### config.mk
export PLATFORM = sky130hd
export DESIGN_NAME = ped_request_ctrl
export DESIGN_NICKNAME = d
export VERILOG_FILES = /design/src/rtl/ped_pkg.sv /design/src/rtl/sync_debounce.sv /design/src/rtl/ped_request_ctrl.sv
export SDC_FILE = /design/constraint.sdc
export NUM_CORES = 1
export LEC_CHECK = 0
export BUFFER_PORTS_ARGS = -buffer_cell sky130_fd_sc_hd__buf_4
export CAP_MARGIN = 20
export CORE_ASPECT_RATIO = 0.7
export CORE_MARGIN = 4
export CORE_UTILIZATION = 25
export DETAILED_ROUTE_END_ITERATION = 7
export HOLD_SLACK_MARGIN = 0.1
export PLACE_DENSITY_LB_ADDON = 0.05
export SYNTH_ARGS = -nofsm -noshare
export SYNTH_HDL_FRONTEND = slang
export SYNTH_SLANG_ARGS = --single-unit
### constraint.sdc
create_clock -name clk_1Hz -period 4 [get_ports clk_1Hz]
set_input_delay 0.6 -clock clk_1Hz [delete_from_list [all_inputs] [get_ports clk_1Hz]]
set_output_delay 0.6 -clock clk_1Hz [all_outputs]
set_load 0.005 [all_outputs]
### src/rtl/ped_pkg.sv
// ped_pkg
// Shared definitions for the pedestrian request controller:
//   - ped_state_t    : controller state encoding
//   - *_DEFAULT      : default values for DEBOUNCE, COOLDOWN_S and MAX_WAIT
//   - PRESS_COUNT_MAX: saturation value of the accepted-press counter
package ped_pkg;

  typedef enum logic [1:0] {
    IDLE     = 2'd0,
    ARMED    = 2'd1,
    SERVING  = 2'd2,
    COOLDOWN = 2'd3
  } ped_state_t;

  localparam int DEBOUNCE_DEFAULT   = 2;
  localparam int COOLDOWN_S_DEFAULT = 4;
  localparam int MAX_WAIT_DEFAULT   = 30;

  localparam logic [3:0] PRESS_COUNT_MAX = 4'd15;

endpackage

### src/rtl/sync_debounce.sv
// sync_debounce
// Brings the asynchronous push-button into the clk_1Hz domain and turns a
// sustained press into a single press_accept pulse.
// Ports:
//   clk_1Hz      in  system tick, rising edge
//   reset        in  asynchronous, active-high
//   button_raw   in  raw button level, high = pressed
//   press_accept out one-cycle pulse, high in the cycle the hold counter
//                    is about to reach DEBOUNCE
module sync_debounce
  import ped_pkg::*;
#(
  parameter int DEBOUNCE = DEBOUNCE_DEFAULT
) (
  input  logic clk_1Hz,
  input  logic reset,
  input  logic button_raw,
  output logic press_accept
);

  localparam int HOLD_W = $clog2(DEBOUNCE + 1);
  localparam logic [HOLD_W-1:0] HOLD_MAX = HOLD_W'(DEBOUNCE);
  localparam logic [HOLD_W-1:0] HOLD_PRE = HOLD_W'(DEBOUNCE - 1);

  logic              btn_meta;
  logic              btn_s;
  logic [HOLD_W-1:0] hold_cnt;
  logic [1:0]        warm_cnt;
  logic              released;

  // Synchronizer, hold counter and release guard.
  // The synchronizer flops reset to "not pressed", so right after reset a
  // button that is still held would look like a fresh press. released only
  // goes high once the synchronizer has refilled (warm_cnt) and then shows
  // the button up, which forces a real release before the first accept.
  always_ff @(posedge clk_1Hz or posedge reset) begin
    if (reset) begin
      btn_meta <= 1'b0;
      btn_s    <= 1'b0;
      hold_cnt <= '0;
      warm_cnt <= 2'd0;
      released <= 1'b0;
    end else begin
      btn_meta <= button_raw;
      btn_s    <= btn_meta;
      if (!btn_s) begin
        hold_cnt <= '0;
      end else if (hold_cnt != HOLD_MAX) begin
        hold_cnt <= hold_cnt + HOLD_W'(1);
      end
      if (warm_cnt != 2'd2) begin
        warm_cnt <= warm_cnt + 2'd1;
      end else if (!btn_s) begin
        released <= 1'b1;
      end
    end
  end

  // Fires on the edge that brings the counter to DEBOUNCE, so the FSM can
  // register the press on that same edge. Saturation keeps it to one pulse.
  assign press_accept = released && btn_s && (hold_cnt == HOLD_PRE);

endmodule

### src/rtl/ped_request_ctrl.sv
// ped_request_ctrl
// Pedestrian request controller: debounces the push-button, raises a
// request to the traffic FSM, lights the wait lamp while pending, flags
// overdue requests and counts accepted presses.
// Ports:
//   clk_1Hz          in   system tick, rising edge
//   reset            in   asynchronous, active-high
//   button_raw       in   asynchronous push-button level
//   pedestrian_green in   walk indication from the traffic FSM
//   request          out  registered request to the traffic FSM
//   wait_led         out  registered "request pending" lamp
//   overdue          out  registered, pending for MAX_WAIT cycles
//   press_count      out  registered saturating count of accepted presses
module ped_request_ctrl
  import ped_pkg::*;
#(
  parameter int DEBOUNCE   = DEBOUNCE_DEFAULT,
  parameter int COOLDOWN_S = COOLDOWN_S_DEFAULT,
  parameter int MAX_WAIT   = MAX_WAIT_DEFAULT
) (
  input  logic       clk_1Hz,
  input  logic       reset,
  input  logic       button_raw,
  input  logic       pedestrian_green,
  output logic       request,
  output logic       wait_led,
  output logic       overdue,
  output logic [3:0] press_count
);

  localparam int COOL_W = $clog2(COOLDOWN_S + 1);
  localparam int WAIT_W = $clog2(MAX_WAIT + 1);
  localparam logic [COOL_W-1:0] COOL_LOAD  = COOL_W'(COOLDOWN_S);
  localparam logic [WAIT_W-1:0] WAIT_LIMIT = WAIT_W'(MAX_WAIT);

  ped_state_t        state, state_next;
  logic [COOL_W-1:0] cool_cnt, cool_next;
  logic [WAIT_W-1:0] wait_cnt, wait_next;
  logic [3:0]        count_next;
  logic              request_next, wait_led_next, overdue_next;
  logic              press_accept;

  sync_debounce #(
    .DEBOUNCE(DEBOUNCE)
  ) u_sync_debounce (
    .clk_1Hz     (clk_1Hz),
    .reset       (reset),
    .button_raw  (button_raw),
    .press_accept(press_accept)
  );

  // State, counters and registered outputs.
  always_ff @(posedge clk_1Hz or posedge reset) begin
    if (reset) begin
      state       <= IDLE;
      cool_cnt    <= '0;
      wait_cnt    <= '0;
      press_count <= 4'd0;
      request     <= 1'b0;
      wait_led    <= 1'b0;
      overdue     <= 1'b0;
    end else begin
      state       <= state_next;
      cool_cnt    <= cool_next;
      wait_cnt    <= wait_next;
      press_count <= count_next;
      request     <= request_next;
      wait_led    <= wait_led_next;
      overdue     <= overdue_next;
    end
  end

  // Next-state logic. Outputs are decoded from the next state so they
  // change on the same edge as the state itself.
  always_comb begin
    state_next = state;
    cool_next  = cool_cnt;
    wait_next  = wait_cnt;
    count_next = press_count;

    case (state)
      IDLE: begin
        if (press_accept && !pedestrian_green) begin
          state_next = ARMED;
          wait_next  = '0;
          if (press_count != PRESS_COUNT_MAX) begin
            count_next = press_count + 4'd1;
          end
        end
      end
      ARMED: begin
        if (pedestrian_green) begin
          state_next = SERVING;
          wait_next  = '0;
        end else if (wait_cnt != WAIT_LIMIT) begin
          wait_next = wait_cnt + WAIT_W'(1);
        end
      end
      SERVING: begin
        if (!pedestrian_green) begin
          state_next = COOLDOWN;
          cool_next  = COOL_LOAD;
        end
      end
      COOLDOWN: begin
        // The edge that would bring the counter to zero is the exit edge;
        // an accept landing on it is dropped because the state is still
        // COOLDOWN while it is decoded.
        if (cool_cnt > COOL_W'(1)) begin
          cool_next = cool_cnt - COOL_W'(1);
        end else begin
          cool_next  = '0;
          state_next = IDLE;
        end
      end
      default: begin
        state_next = IDLE;
        cool_next  = '0;
        wait_next  = '0;
      end
    endcase

    request_next  = (state_next == ARMED);
    wait_led_next = (state_next == ARMED);
    overdue_next  = (state_next == ARMED) && (wait_next == WAIT_LIMIT);
  end

endmodule

# Word-level counts from Yosys, hierarchy flattened

Cells that the tools add are included.

Register bits: 23
Logic and storage cells: 55
Bits of input ports: 4

Mux-type cells: 14
Magnitude comparators: 1
Reduce and logical (&&, ||, !) cells: 10
Bitwise gates (word level): 2
Equality and inequality tests: 12
Add/sub/neg operators: 5

Operator list:

| kind                  | number |
|---|---|
| $mux W5               | 3 |
| $mux W2               | 6 |
| $pmux W5 S2           | 1 |
| $ne A2 B2 Y1 const B  | 4 |
| $pmux W2 S4           | 1 |
| $eq A2 B1 Y1 const B  | 3 |
| $mux W3               | 2 |
| $pmux W3 S2           | 1 |
| $add A5 B1 Y5 const B | 1 |
| $eq A5 B5 Y1 const B  | 1 |
| $ne A5 B5 Y1 const B  | 1 |
| $add A2 B1 Y2 const B | 2 |
| $add A4 B1 Y4 const B | 1 |
| $eq A2 B2 Y1 const B  | 2 |
| $logic_and A1 B1 Y1   | 4 |
| $ne A4 B4 Y1 const B  | 1 |
| $reduce_and A2 Y1     | 2 |
| $gt A3 B1 Y1 const B  | 1 |
| $reduce_and A3 Y1     | 1 |
| $sub A3 B1 Y3 const B | 1 |
| $logic_not A2 Y1      | 1 |
| $not A1 Y1            | 2 |
| $reduce_bool A2 Y1    | 1 |
| $logic_not A1 Y1      | 1 |

# Logic depth before layout (Yosys ltp)

Depth in word-level cells: 7
Mapped depth: 6

# By module

A second synthesis with hierarchy kept.

Cell total of the unflattened synthesis: 112
Area, all modules: 1201.2 um2

Modules (own cells, without submodules):

| module           | instances | area an instance (um2) | cells an instance |
|---|---|---|---|
| ped_request_ctrl | 1         | 907.1                  | 88 |
| sync_debounce    | 1         | 294.0                  | 24 |

# Worst setup path after synthesis

No wires, ideal clock.

Path kind: input to register
From: in pedestrian_green
To: reg overdue
Path slack: 2163 ps
Required time: 3880 ps
Data arrival time: 1717 ps
Stages: 6
Cells stage by stage: buf_2 > or3b_1 > buf_2 > o221ai_1 > a2111oi_0 > and4_1

Cells in the longest elaborated chain, start to end: 6
Elaborated cells between the ends (all ways): 12
Those cells by class: eq/ne (2); mux (7); reduce/logical (3)

Ends and longest elaborated chain:

| what                                                | line                    | text |
|---|---|---|
| start: declaration                                  | ped_request_ctrl.sv:24  | `input logic pedestrian_green,` |
| $logic_not A1 Y1                                    | -                       |  |
| $logic_and A1 B1 Y1                                 | ped_request_ctrl.sv:83  | `if (press_accept && !pedestrian_green) begin` |
| $mux W5 / $mux W2 (equally long branches)           | ped_request_ctrl.sv:83  |  |
| $pmux W5 S2 / $pmux W2 S4 (equally long branches)   | ped_request_ctrl.sv:81  | `case (state)` |
| $eq A5 B5 Y1 / $eq A2 B1 Y1 (equally long branches) | ped_request_ctrl.sv:125 | `overdue_next = (state_next == ARMED) && (wait_next == WAIT_LIMIT);` |
| $logic_and A1 B1 Y1 *                               | ped_request_ctrl.sv:125 |  |
| named net overdue_next                              | ped_request_ctrl.sv:40  | `logic request_next, wait_led_next, overdue_next;` |
| end signal: assignment                              | ped_request_ctrl.sv:69  | `overdue <= overdue_next;` |
| end: declaration                                    | ped_request_ctrl.sv:27  | `output logic overdue,` |

The timed path passes the listed nets; every way through them passes the cells marked *.
A chain may end at the register's enable or synchronous reset.

# Final worst setup path

From: reg state[0]
To: reg overdue

Cells in the longest elaborated chain, start to end: 4
Elaborated cells between the ends (all ways): 13
Those cells by class: eq/ne (5); mux (6); reduce/logical (2)

Ends and longest elaborated chain:

| what                                                | line                    | text |
|---|---|---|
| start: declaration                                  | ped_request_ctrl.sv:36  | `ped_state_t state, state_next;` |
| start signal: assignment                            | ped_request_ctrl.sv:63  | `state <= state_next;` |
| $eq A2 B1 Y1 (tied with other cells)                | ped_request_ctrl.sv:81  |  |
| $pmux W5 S2 / $pmux W2 S4 (equally long branches)   | ped_request_ctrl.sv:81  |  |
| $eq A5 B5 Y1 / $eq A2 B1 Y1 (equally long branches) | ped_request_ctrl.sv:125 |  |
| $logic_and A1 B1 Y1 *                               | ped_request_ctrl.sv:125 |  |
| named net overdue_next                              | ped_request_ctrl.sv:40  |  |

Marked as above.

==> flow_metrics.tcl <==
set metrics [dict create \
    cts.sinks 23 \
    clockBufferDepth 2 \
    start_kind "register" \
    ys_types 41 \
    finalCriticalPeriod_ns 1.88 \
    yosysTopAreaCell "dfrtp_1" \
    fmax_ghz 0.533 \
    grt_pass1_wl_microns 4100 \
    synth-seq-area-share_pct 48.1 \
    grt_setup_unrepaired "false" \
    finalClockSkew_ns 0.00224 \
    crit_buf_inv 0 \
    coreArea_sq_mm 0.00448 \
    syn_area_per_cell_sq_um 10.4 \
    syn_inst 115 \
    post-synth-top-count-cell "dfrtp_1" \
    cts_buffers 3 \
    crit_path_end_kind "register" \
    r2r_start "state[0]$_DFF_PP0_" \
    fin_total_pwr_w 0.000759 \
    synth_compound_gate_area_share_pct 14.4 \
    async_flop_share_pct 100 \
    dr.max_layer_used "met4" \
    placed_area_sq_mm 0.00132 \
    worstSetupStartpoint "state[0]$_DFF_PP0_" \
    ios 11 \
    cts_hold_buf 0 \
    status "finished, final reports clean" \
    min_period_over_period_pct 46.9 \
    synth.top_cell.area_share_pct 48.1 \
    yosysWarningCount 0 \
    clk_pin_slew_ns 0.08 \
    fillerInstances 447 \
    hold_path_class "register to register" \
    cp_slowest_stage_delay_ns 0.66 \
    cts_tree "done" \
    worstSkewPairLatency_ns 0.26 \
    synthTopCellsByCount "dfrtp_1 (23), inv_1 (12), ha_1 (8)" \
    crit_family "simple AND/OR/NAND/NOR gates" \
    synth_simple_gate_area_share_pct 16.6 \
    final_area_sq_mm 0.00136 \
    synth_flop_cell "dfrtp_1" \
    drtIter0Drc 41 \
    synthMuxAreaShare_pct 3.66 \
    r2r_end "overdue$_DFF_PP0_" \
    netlist_area_sq_mm 0.00120 \
    wl_met3_microns 88 \
    ys_ff_latch 23 \
    netlist_top_cells_area "dfrtp_1 (48%), ha_1 (8.4%), inv_1 (3.8%), mux2_2 (2.8%), a21oi_1 (2.5%)" \
    diodes 0 \
    crit_required_ns 4.15 \
    synth_adder_area_share_pct 8.37 \
    ff2ff_setup_slack_ns 2.12 \
    die_h_microns 65.9 \
    die_w_microns 90.7 \
    vias 854 \
    rr_worst_depth 4 \
    cts_root_buf "clkbuf_8" \
    leakage_nw 0.637 \
    fin_tns_setup_ns 0 \
    drt-vias-per-instance 4.77 \
    cts_resized 0 \
    wl_met1_microns 1230 \
    critical_path_class "register to register" \
    post_cts_buffers 0 \
    powerDensity_mw_per_mm2 558 \
    cap_violations 0 \
    cp.depth 4 \
    synth_edf_count 0 \
    initial_utilization_pct 26.7 \
    syn_nets 127 \
    final_layout_size_suffix_gt1_share_pct 14.5 \
    grt_pass1_vias 857 \
    post-route-drc-count 0 \
    grt_max_degree 24 \
    cp_slowest_cell "dfrtp_1" \
    overflow 0 \
    num_rows 20 \
    cts_max_level 1 \
    drv_slew 0 \
    critical_path.max_fanout 17 \
    worstMarginPinSlew_ns 0.894 \
    gp_congestion 0.785 \
    synth_xor_area_share_pct 2.93 \
    cp.arrival_ns 2.03 \
    drt_wl_total_microns 2270 \
    crit_end "overdue$_DFF_PP0_" \
    wl_met2_microns 934 \
    antenna_left 0 \
    fin_nets 137 \
    area_growth_pct 13.7 \
    dr.pass1.iters 4 \
    setup_viol 0 \
    cp_cell_sequence "or3b_1 > o221ai_1 > a2111oi_0 > and4_1" \
    track_usage_pct 8.61 \
    hold_viol 0 \
    vdd_drop_max_uv 195 \
    wl_per_cell_microns 12.7 \
    dp_hpwl_microns 1690 \
    die-area_sq_mm 0.00597 \
    synth_top_family_by_area "simple AND/OR/NAND/NOR gates" \
    io_buffers 10 \
    relSlewSlack_pct 40.3 \
    antenna_found_initial 0 \
]
-- per-layer routing --
layer | global-route usage [%] | up-vias
li1 | - | 429
met1 | 12.0 | 412
met3 | 2.96 | 2
met5 | 0 | -
met2 | 12.5 | 11
met4 | 2.48 | 0
-- worst min-delay path by stage --
stage	start	endpoint	slack [ns]	depth (start not counted)
floorplan	u_sync_debounce.btn_meta$_DFF_PP0_	u_sync_debounce.btn_s$_DFF_PP0_	0.33	0
global placement	u_sync_debounce.btn_meta$_DFF_PP0_	u_sync_debounce.btn_s$_DFF_PP0_	0.34	0
detailed placement	u_sync_debounce.btn_meta$_DFF_PP0_	u_sync_debounce.btn_s$_DFF_PP0_	0.34	0
CTS	u_sync_debounce.btn_meta$_DFF_PP0_	u_sync_debounce.btn_s$_DFF_PP0_	0.36	0
global route	u_sync_debounce.btn_meta$_DFF_PP0_	u_sync_debounce.btn_s$_DFF_PP0_	0.37	0
finish	u_sync_debounce.btn_meta$_DFF_PP0_	u_sync_debounce.btn_s$_DFF_PP0_	0.35	0
-- per-stage QoR --
step / worst slack, ns / utilization [%] / cells / hold slack (ns)
3_5_place_dp: 2.04 / 29.4 / 175 / 0.337
4_1_cts: 2.12 / 30.4 / 179 / 0.357
5_1_grt: 1.99 / 30.4 / 179 / 0.368
6_report: 2.12 / 30.4 / 179 / 0.352
2_1_floorplan: 2.16 / - / 115 / 0.331
3_3_place_gp: 2.09 / 29.4 / 175 / 0.339
-- state kept, by name, indices dropped and copies added (netlist names) --
register                  count
cool_cnt                      3
overdue                       1
press_count                   4
state                         2
u_sync_debounce.btn_meta      1
u_sync_debounce.btn_s         1
u_sync_debounce.hold_cnt      2
u_sync_debounce.released      1
u_sync_debounce.warm_cnt      2
wait_cnt                      5
wait_led                      1
-- cell type report --
class                   count  area [sq um]  share of cell area (%)
clock buffers               4          45.0                    3.31
inverters                  12          45.0                    3.31
multi-input cells          75           551                    40.5
flip-flops and latches     23           576                    42.3
well taps                  55          68.8                    5.06
repair buffers             10          75.1                    5.52
-- report_power, final --
part           total, W  internal, W  switching, W  leakage (nW)
clock          0.000142    0.0000710     0.0000713        0.0228
combinational  0.000243     0.000120      0.000122         0.327
sequential     0.000374     0.000288     0.0000856         0.288
total          0.000759     0.000479      0.000279         0.637
-- cell usage in the layout (no fill, tap or decap), types with 2 or more instances in the layout --
cell type | synthesis | layout
buf_4 | 1 | 10
dfrtp_1 | 23 | 23
xnor2_1 | 3 | 3
a21oi_1 | 6 | 6
a21o_1 | 2 | 2
mux2_2 | 3 | 3
nand3b_1 | 2 | 2
inv_1 | 12 | 12
and3_1 | 3 | 3
nand3_1 | 4 | 4
ha_1 | 8 | 8
o21ai_0 | 3 | 3
nor2_1 | 6 | 6
nand2_1 | 7 | 7
nand2b_1 | 2 | 2
o221ai_1 | 2 | 2
clkbuf_8 | 0 | 3
nand4_1 | 2 | 2
o211ai_1 | 2 | 2
-- logic make-up (layout without fill, tap and decap cells) --
| kind of cell | Yosys count | after routing |
|---|---|---|
| buffers and inverters | 17 | 26 |
| multiplexers | 4 | 4 |
| AO/OA/AOI/OAI | 25 | 25 |
| XOR/XNOR | 4 | 4 |
| AND/OR/NAND/NOR | 34 | 34 |
| flip-flops | 23 | 23 |
| adder cells (fa/ha/maj) | 8 | 8 |
No activity file was read; power rests on OpenSTA's default activity.
